[src/rtl/alu_pkg.sv]
// Shared widths, ALU control codes and forwarding-source encoding for the
// decode-to-execute operand stage.
package alu_pkg;

  localparam int DATA_W     = 16;
  localparam int CTRL_W     = 3;
  localparam int REG_ADDR_W = 3;

  localparam logic [CTRL_W-1:0] ALU_AND = 3'b011;
  localparam logic [CTRL_W-1:0] ALU_OR  = 3'b100;
  localparam logic [CTRL_W-1:0] ALU_XOR = 3'b101;

  typedef enum logic [1:0] {
    FWD_ZERO,
    FWD_EXM,
    FWD_WB,
    FWD_RF
  } fwd_sel_e;

endpackage

[src/rtl/operand_forward_mux.sv]
// Priority select for one source operand: R0 -> zero, then EX/MEM, then MEM/WB,
// then base_data (register-file data at capture, the held value while stalled).
module operand_forward_mux
  import alu_pkg::*;
(
  input  logic [REG_ADDR_W-1:0] addr,
  input  logic                  exm_we,
  input  logic [REG_ADDR_W-1:0] exm_rd,
  input  logic [DATA_W-1:0]     exm_data,
  input  logic                  wb_we,
  input  logic [REG_ADDR_W-1:0] wb_rd,
  input  logic [DATA_W-1:0]     wb_data,
  input  logic [DATA_W-1:0]     base_data,
  output logic [DATA_W-1:0]     data
);

  fwd_sel_e sel;

  // NOTE: every always_comb output gets a default first so no path leaves it unassigned (no latch).
  always_comb begin
    sel = FWD_RF;
    if (addr == '0)                    sel = FWD_ZERO;
    else if (exm_we && exm_rd == addr) sel = FWD_EXM;
    else if (wb_we && wb_rd == addr)   sel = FWD_WB;
  end

  always_comb begin
    data = base_data;
    case (sel)
      FWD_ZERO: data = '0;
      FWD_EXM:  data = exm_data;
      FWD_WB:   data = wb_data;
      default:  data = base_data;
    endcase
  end

endmodule

[src/rtl/ex_operand_stage.sv]
// Decode-to-execute pipeline register: resolves forwarding, selects the immediate,
// and holds ALU inputs under valid/ready flow control with flush and stall counting.
module ex_operand_stage
  import alu_pkg::*;
(
  input  logic                  clk,
  input  logic                  rst_n,
  input  logic                  flush,
  input  logic                  in_valid,
  output logic                  in_ready,
  input  logic [CTRL_W-1:0]     in_control,
  input  logic [REG_ADDR_W-1:0] in_rs1_addr,
  input  logic [REG_ADDR_W-1:0] in_rs2_addr,
  input  logic [DATA_W-1:0]     in_rs1_data,
  input  logic [DATA_W-1:0]     in_rs2_data,
  input  logic [DATA_W-1:0]     in_imm,
  input  logic                  in_use_imm,
  input  logic [REG_ADDR_W-1:0] in_rd_addr,
  input  logic                  in_rd_we,
  input  logic                  exm_we,
  input  logic [REG_ADDR_W-1:0] exm_rd,
  input  logic [DATA_W-1:0]     exm_data,
  input  logic                  wb_we,
  input  logic [REG_ADDR_W-1:0] wb_rd,
  input  logic [DATA_W-1:0]     wb_data,
  output logic                  out_valid,
  input  logic                  out_ready,
  output logic [CTRL_W-1:0]     out_control,
  output logic [DATA_W-1:0]     out_operand1,
  output logic [DATA_W-1:0]     out_operand2,
  output logic [REG_ADDR_W-1:0] out_rd_addr,
  output logic                  out_rd_we,
  output logic [15:0]           stall_count
);

  logic [REG_ADDR_W-1:0] rs1_q, rs2_q;
  logic                  use_imm_q;
  logic                  hold, capture;
  logic [REG_ADDR_W-1:0] sel_rs1, sel_rs2;
  logic [DATA_W-1:0]     base1, base2, fwd1, fwd2;

  assign in_ready = !out_valid || out_ready;
  assign hold     = out_valid && !out_ready;
  assign capture  = in_valid && in_ready && !flush;

  // The same muxes serve capture (fresh addresses, RF data) and hold refresh
  // (stored addresses, held operand), so a stalled operand never reverts to RF data.
  assign sel_rs1 = hold ? rs1_q : in_rs1_addr;
  assign sel_rs2 = hold ? rs2_q : in_rs2_addr;
  assign base1   = hold ? out_operand1 : in_rs1_data;
  assign base2   = hold ? out_operand2 : in_rs2_data;

  operand_forward_mux u_fwd1 (
    .addr(sel_rs1), .exm_we(exm_we), .exm_rd(exm_rd), .exm_data(exm_data),
    .wb_we(wb_we), .wb_rd(wb_rd), .wb_data(wb_data), .base_data(base1), .data(fwd1)
  );

  operand_forward_mux u_fwd2 (
    .addr(sel_rs2), .exm_we(exm_we), .exm_rd(exm_rd), .exm_data(exm_data),
    .wb_we(wb_we), .wb_rd(wb_rd), .wb_data(wb_data), .base_data(base2), .data(fwd2)
  );

  // NOTE: sequential state uses non-blocking assignments so every register samples pre-edge values.
  always_ff @(posedge clk or negedge rst_n) begin
    if (!rst_n) begin
      out_valid    <= 1'b0;
      out_control  <= '0;
      out_operand1 <= '0;
      out_operand2 <= '0;
      out_rd_addr  <= '0;
      out_rd_we    <= 1'b0;
      rs1_q        <= '0;
      rs2_q        <= '0;
      use_imm_q    <= 1'b0;
      stall_count  <= '0;
    end else begin
      if (flush) begin
        out_valid <= 1'b0;
      end else if (capture) begin
        out_valid    <= 1'b1;
        out_control  <= in_control;
        out_operand1 <= fwd1;
        out_operand2 <= in_use_imm ? in_imm : fwd2;
        out_rd_addr  <= in_rd_addr;
        out_rd_we    <= in_rd_we;
        rs1_q        <= in_rs1_addr;
        rs2_q        <= in_rs2_addr;
        use_imm_q    <= in_use_imm;
      end else if (in_ready) begin
        out_valid <= 1'b0;
      end else begin
        out_operand1 <= fwd1;
        if (!use_imm_q) out_operand2 <= fwd2;
      end

      if (hold && stall_count != 16'hFFFF) stall_count <= stall_count + 16'd1;
    end
  end

endmodule

[config.mk]
export PLATFORM = sky130hd
export DESIGN_NAME = ex_operand_stage
export DESIGN_NICKNAME = d
export VERILOG_FILES = /design/src/rtl/alu_pkg.sv /design/src/rtl/operand_forward_mux.sv /design/src/rtl/ex_operand_stage.sv
export SDC_FILE = /design/constraint.sdc
export NUM_CORES = 1
export LEC_CHECK = 0
export ABC_AREA = 1
export CORE_ASPECT_RATIO = 1.25
export CORE_MARGIN = 2
export CORE_UTILIZATION = 45
export DETAILED_ROUTE_END_ITERATION = 6
export PLACE_DENSITY = 0.77
export SLEW_MARGIN = 5
export SYNTH_ARGS = -nofsm -noshare
export SYNTH_HDL_FRONTEND = slang
export SYNTH_SLANG_ARGS = --single-unit
[constraint.sdc]
create_clock -name clk -period 3.36 [get_ports clk]
set_clock_uncertainty 0.1 [all_clocks]
set_input_delay 0.84 -clock clk [delete_from_list [all_inputs] [get_ports clk]]
set_output_delay 0.84 -clock clk [all_outputs]
set_load 0.02 [all_outputs]
== After elaboration in Yosys (flattened, before gate mapping) ==
Index checks and enable logic that the tools add are counted.

* Bits in registers: 63
* Output and inout port bits: 57

* Add/sub/neg operators: 1
* Equal/unequal tests: 11
* Mux-type cells: 21
* Bitwise gates (word level): 1
* Reductions and logical operators: 20

{| class="wikitable"
|+ Operators by type and width
! operator !! number
|-
| 16-bit two-way mux || 8
|-
| 16-bit case mux with 3 select lines || 2
|-
| 16-bit by 1-bit adder with 16-bit output (second input constant) || 1
|-
| 16-bit inequality test (second input constant) || 1
|-
| 3-bit equality test || 4
|-
| 1-bit logical AND || 8
|-
| 2-bit two-way mux || 4
|-
| 3-bit zero test || 2
|-
| 3-bit two-way mux || 2
|-
| 1-bit two-way mux || 5
|-
| 2-bit by 1-bit equality test with 1-bit output (second input constant) || 2
|-
| 2-bit equality test (second input constant) || 2
|-
| 2-bit zero test || 2
|-
| 2-bit by 1-bit inequality test with 1-bit output (second input constant) || 2
|-
| 2-bit AND reduction || 2
|-
| 1-bit zero test || 3
|-
| 3-bit AND reduction || 1
|-
| 3-bit nonzero test || 1
|-
| 1-bit logical OR || 1
|-
| 1-bit NOT || 1
|}

== Depth between registers and ports, before layout ==
* Word-level depth: 13
* Gate-level depth with buffers: 18
* Gate-level depth less buffers: 16

== By module ==
Synthesis repeated with hierarchy kept, for this count alone.

* Cell total of the unflattened synthesis: 698
* Area, all modules: 4581.9 µm²

{| class="wikitable"
|+ By module, submodules not included
! module !! instances !! cells an instance !! area each (µm²) !! sequential area each (µm²)
|-
| ex_operand_stage || 1 || 478 || 3423.3 || 1576.5
|-
| operand_forward_mux || 2 || 110 || 579.3 || 0.0
|}

== Least setup slack after synthesis ==
OpenSTA, ideal clock, no wires.

* Path type: input-to-reg
* Start point: input out_ready
* End point: register out_operand1[10]
* Library setup time: 82 ps
* Arrival: 2925 ps
* Slack: 253 ps
* Stages on the path: 17
* Path buffers: 3
* Cells stage by stage: inv_2 -> nand2_4 -> buf_6 -> o21ai_2 -> inv_2 -> nand2_1 -> nand2_1 -> nor4_1 -> nand2_1 -> nand2_1 -> inv_2 -> ha_1 -> clkbuf_1 -> inv_1 -> clkbuf_1 -> nand2_1 -> a31oi_1

* Word-level cells in the longest chain between the ends: 12
* Elaborated cells between the ends (all ways): 23
* Classes of those cells: eq/ne: 5; mux: 8; reduce/logical: 10

{| class="wikitable"
|+ RTL lines
! element !! RTL line !! source
|-
| from (decl) || ex_operand_stage.sv:27 || <nowiki>input logic out_ready,</nowiki>
|-
| 1-bit zero test || ex_operand_stage.sv:43 || <nowiki>assign hold = out_valid && !out_ready;</nowiki>
|-
| 1-bit logical AND || ex_operand_stage.sv:43 ||
|-
| 3-bit two-way mux || ex_operand_stage.sv:48 || <nowiki>assign sel_rs1 = hold ? rs1_q : in_rs1_addr;</nowiki>
|-
| 3-bit equality test || operand_forward_mux.sv:24 || <nowiki>else if (wb_we && wb_rd == addr) sel = FWD_WB;</nowiki>
|-
| 1-bit logical AND || operand_forward_mux.sv:24 ||
|-
| 1-bit two-way mux || operand_forward_mux.sv:24 ||
|-
| 2-bit two-way mux || operand_forward_mux.sv:23 || <nowiki>else if (exm_we && exm_rd == addr) sel = FWD_EXM;</nowiki>
|-
| 2-bit two-way mux || operand_forward_mux.sv:22 || <nowiki>if (addr == '0) sel = FWD_ZERO;</nowiki>
|-
| 2-bit equality test, or another cell as far along || operand_forward_mux.sv:29 || <nowiki>case (sel)</nowiki>
|-
| 16-bit case mux with 3 select lines || operand_forward_mux.sv:29 ||
|-
| 16-bit two-way mux || ex_operand_stage.sv:89 || <nowiki>end else if (in_ready) begin</nowiki>
|-
| 16-bit two-way mux || ex_operand_stage.sv:79 || <nowiki>end else if (capture) begin</nowiki>
|-
| to (signal assigned) || ex_operand_stage.sv:82 || <nowiki>out_operand1 <= fwd1;</nowiki>
|-
| to (signal assigned) || ex_operand_stage.sv:92 || <nowiki>out_operand1 <= fwd1;</nowiki>
|-
| to (decl) || ex_operand_stage.sv:29 || <nowiki>output logic [DATA_W-1:0] out_operand1,</nowiki>
|}

Parallel ways exist; a longest one is shown, timed or not. The select of a mux whose other input is x is not followed.
A chain may end at the register's enable or synchronous reset.

== Worst setup path in the final report ==
* Start point: input out_ready
* End point: output in_ready

* Word-level cells in the longest chain between the ends: 1

{| class="wikitable"
|+ RTL lines
! element !! RTL line !! source
|-
| 1-bit logical OR || ex_operand_stage.sv:42 || <nowiki>assign in_ready = !out_valid || out_ready;</nowiki>
|-
| to (decl) || ex_operand_stage.sv:10 || <nowiki>output logic in_ready,</nowiki>
|}

No other way between the ends.

==> results.txt <==
----------------------------------------------------
[Routing]
  Detailed-route wire length ... 13,700 µm
  Detail Route Antenna Nets ... 0
  Number of iterations in the first detailed-routing pass ... 7
  Routed vias/inst ... 5.19
  Total via count after detailed routing ... 4,765
  Average routed wire per standard cell ... 15.0 µm
  Detailed router's first-iteration violation count ... 305
  Remaining design rule violation count ... 0

[Worst setup path]
  Worst EP required ... 2420 ps
  Delay-heaviest family, CP ... buffers and inverters
  Sort of element at the start of the critical path ... input pin
  Worst r2r dst ... out_operand1[1]$_DFFE_PN0P_
  Maximum single-stage delay on the critical path ... 670 ps
  WS Path Type ... input pin to output pin
  Path depth of the worst reg2reg path ... 14
  Max Fanout on Critical Path ... 11
  Critical Path Most Common Cell ... sky130_fd_sc_hd__clkdlybuf4s50_1
  Register-to-register path setup slack ... 770 ps
  Arr. time, crit path ... 2350 ps
  Number of stages on the worst setup path ... 5
  Buffer and inverter count on the worst path ... 4
  RR Startpoint ... out_valid$_DFFE_PN0P_
  Standard cell with the maximum stage delay on the critical path ... sky130_fd_sc_hd__clkdlybuf4s50_1
  Category of the worst setup path capture point ... output pin
  List of cells traversed by the critical path ... clkdlybuf4s50_1 > inv_2 > nand2_4 > buf_4 > clkdlybuf4s50_1

[Hold path]
  Hold Startpoint ... out_control[0]$_DFFE_PN0P_
  Worst Hold Endpoint ... out_control[0]$_DFFE_PN0P_
  Path type of the worst min-delay path ... flip-flop to flip-flop
  Worst hold path depth ... 2

[Final layout]
  Final core utilization ... 67.2%
  Number of nets in the layout ... 900
  Number of diodes ... 0
  Layout cells sized above 1 ... 11.5%
  Number of non-filler instances in the completed layout ... 918
  Area growth from synthesis to final layout ... 45.8%

[Global routing]
  Maximum number of pins on one net before global-route repair ... 34
  Global-route congestion overflow total ... 0
  Total routing usage reported by global routing ... 26.5%
  Wire length of the first global-routing pass ... 22,600 µm
  Vias in the first global route ... 4,744
  Initial antenna violation count ... 0

[Pwr]
  Max IR drop VDD ... 312 µV
  Reported leakage power ... 0.00303 µW
  Power density cells ... 471 mW/mm²

[STA]
  Top achievable clock speed ... 304 MHz
  Aggregate negative setup slack ... 0 ps
  Max-Slew Margin vs Limit ... 22.4%
  Hold Vio Cnt, Final ... 0
  Final setup viols ... 0
  Tmin final ... 3290 ps
  Slew @ Worst Pin ... 1160 ps
  RSZ-0062 raised after global routing ... no
  Slew Viols, Final ... 0
  Period Utilization, post-route ... 98.0%

[Placed design]
  GPL Wtd Cong ... 0.914
  Cell Count Post-Placement ... 903
  Count of buffers inserted at the top-level ports ... 163
  Detailed-placement wirelength estimate ... 10,700 µm

[Floorplanning]
  Starting utilization of the core area ... 46.1%
  Total Die Area ... 0.0107 mm²
  FP Rows ... 40
  Vertical extent of the die ... 115 µm
  Top-level I/O count ... 164
  Horiz. Die Dim ... 92.7 µm
  Area of the core ... 0.00961 mm²

[Clocking]
  Clock root buffer master ... sky130_fd_sc_hd__clkbuf_16
  Number of H-tree levels ... 3
  Total CTS buffers ... 9
  Post-CTS setup repair buffer count ... 0
  Clock Pin Slew Worst Setup and Hold Paths ... 50 ps
  Clock tree from TritonCTS ... yes
  CTS resizes ... 0
  Post-CTS Hold Buffers ... 0
  CTS max path bufs ... 2
  Clock net sink count ... 63
  Clock latency at the later pin of the worst-skew pair ... 330 ps

[Yosys]
  Cell count after synthesis ... 629
  Syn nets ... 741
  Sequential fraction of the synthesis area ... 35.6%
  Mean cell area of the mapped netlist ... 7.04 µm²
  Count of state elements after synthesis ... 63
  Post-synth cell types ... 36
  Number of warnings issued by yosys ... 0
  Leading cell types by total area after synthesis ... sky130_fd_sc_hd__dfrtp_1 36%, sky130_fd_sc_hd__nand2_1 18%, sky130_fd_sc_hd__nor2_1 6.0%, sky130_fd_sc_hd__nand4_1 5.2%, sky130_fd_sc_hd__inv_1 4.0%
  Yosys top cell area share ... 35.6%
  Yosys top cell by area ... sky130_fd_sc_hd__dfrtp_1
  Combined area of all synthesized cells ... 0.00443 mm²

[Run]
  Max-cap violation count ... 0

[Status]
  Outcome ... finished, final reports clean

----------------------------------------------------
## through the flow
| step | hold slack (ps) | area, µm² | setup WS (ps) | total power, µW |
|---|---|---|---|---|
| 2_1_floorplan | 367 | 4430 | 253 | 1620 |
| 3_3_place_gp | 361 | 6190 | 98.6 | 2170 |
| 3_5_place_dp | 363 | 6190 | 8.53 | 2200 |
| 4_1_cts | 377 | 6460 | 83.4 | 3060 |
| 5_1_grt | 400 | 6460 | 46.4 | 3220 |
| 6_report | 375 | 6460 | 67.0 | 3040 |
## worst reg2reg max path: stages, from the launching register on
cell and delay (ps):
sky130_fd_sc_hd__dfrtp_1 520, sky130_fd_sc_hd__nand2_4 120, sky130_fd_sc_hd__o21ai_2 200, sky130_fd_sc_hd__inv_2 60, sky130_fd_sc_hd__nand2_1 70, sky130_fd_sc_hd__nand2_1 60
sky130_fd_sc_hd__nor4_1 260, sky130_fd_sc_hd__nand2_1 80, sky130_fd_sc_hd__nand2_1 120, sky130_fd_sc_hd__inv_2 50, sky130_fd_sc_hd__ha_1 290, sky130_fd_sc_hd__a21boi_2 170
sky130_fd_sc_hd__buf_12 190, sky130_fd_sc_hd__nor2_1 70, sky130_fd_sc_hd__a31oi_1 150
## how the worst max path moves through the flow
| stage | end | slack, ps | from |
|---|---|---|---|
| floorplan | out_operand1[10]$_DFFE_PN0P_ | 250 | out_ready |
| global placement | in_ready | 100 | out_ready |
| detailed placement | out_operand1[1]$_DFFE_PN0P_ | 9 | out_ready |
| CTS | in_ready | 80 | out_ready |
| global route | in_ready | 50 | out_ready |
| finish | in_ready | 70 | out_ready |
## layout by cell type, fill, tap and decap left out, drive strengths merged, types with 11 or more instances in the layout
cell           synthesis  routed
o21ai                 30      30
nand3                 36      36
dfrtp                 63      63
nand4                 37      37
nor2                  97      97
nor3                  11      11
a31oi                 17      17
xor2                  16      16
buf                   16      16
inv                   53      53
nand2                223     223
clkdlybuf4s50          0     162
clkbuf                14      12
## cells in the mapped netlist (all sizes together)
cell type,number
nor4,2
o21ai,30
inv,53
dfrtp,63
xor2,16
buf,16
nand3,36
clkinv,1
nand4,37
a21oi,2
xnor2,3
clkbuf,14
nor3,11
a21boi,1
nand3b,1
a31oi,17
nor2,97
ha,5
nor3b,1
nand2,223
## flip-flops by register name, indices dropped and copies added (netlist names)
| register | cells |
|---|---|
| use_imm_q | 1 |
| out_rd_we | 1 |
| out_operand1 | 16 |
| out_operand2 | 16 |
| out_control | 3 |
| rs1_q | 3 |
| out_rd_addr | 3 |
| stall_count | 16 |
| out_valid | 1 |
| rs2_q | 3 |
## final cells by class
type | instances | area (µm²)
fillers | 837 | 3150
multi-input cells | 482 | 2480
repair buffers | 178 | 1780
flip-flops and latches | 63 | 1580
clock buffers | 12 | 246
inverters | 54 | 203
well taps | 126 | 158
clock inverters | 3 | 20.0
## report_power, final
part | total, µW | internal (µW) | leakage, µW | switching (µW)
Combinational | 1150 | 539 | 0.00213 | 609
Clock | 850 | 514 | 0.000125 | 336
Sequential | 1040 | 912 | 0.000772 | 131
## metal layers
metal | GRT usage, % | share of wire, %
met5 | 0 | 0
met4 | 8.92 | 1.9
met3 | 6.03 | 6.9
met2 | 46.1 | 49
met1 | 32.7 | 42
## cells by family (layout without fill, tap and decap cells)
| group | Yosys count | count (layout) | share of synthesized area (%) |
|---|---|---|---|
| simple gates | 408 | 408 | 43.9 |
| buf+inv | 84 | 247 | 8.53 |
| flops | 63 | 63 | 35.6 |
| compound gates | 50 | 50 | 6.78 |
| xor+xnor | 19 | 19 | 3.76 |
| fa+ha+maj | 5 | 5 | 1.41 |
No activity file was read; power rests on OpenSTA's default activity.
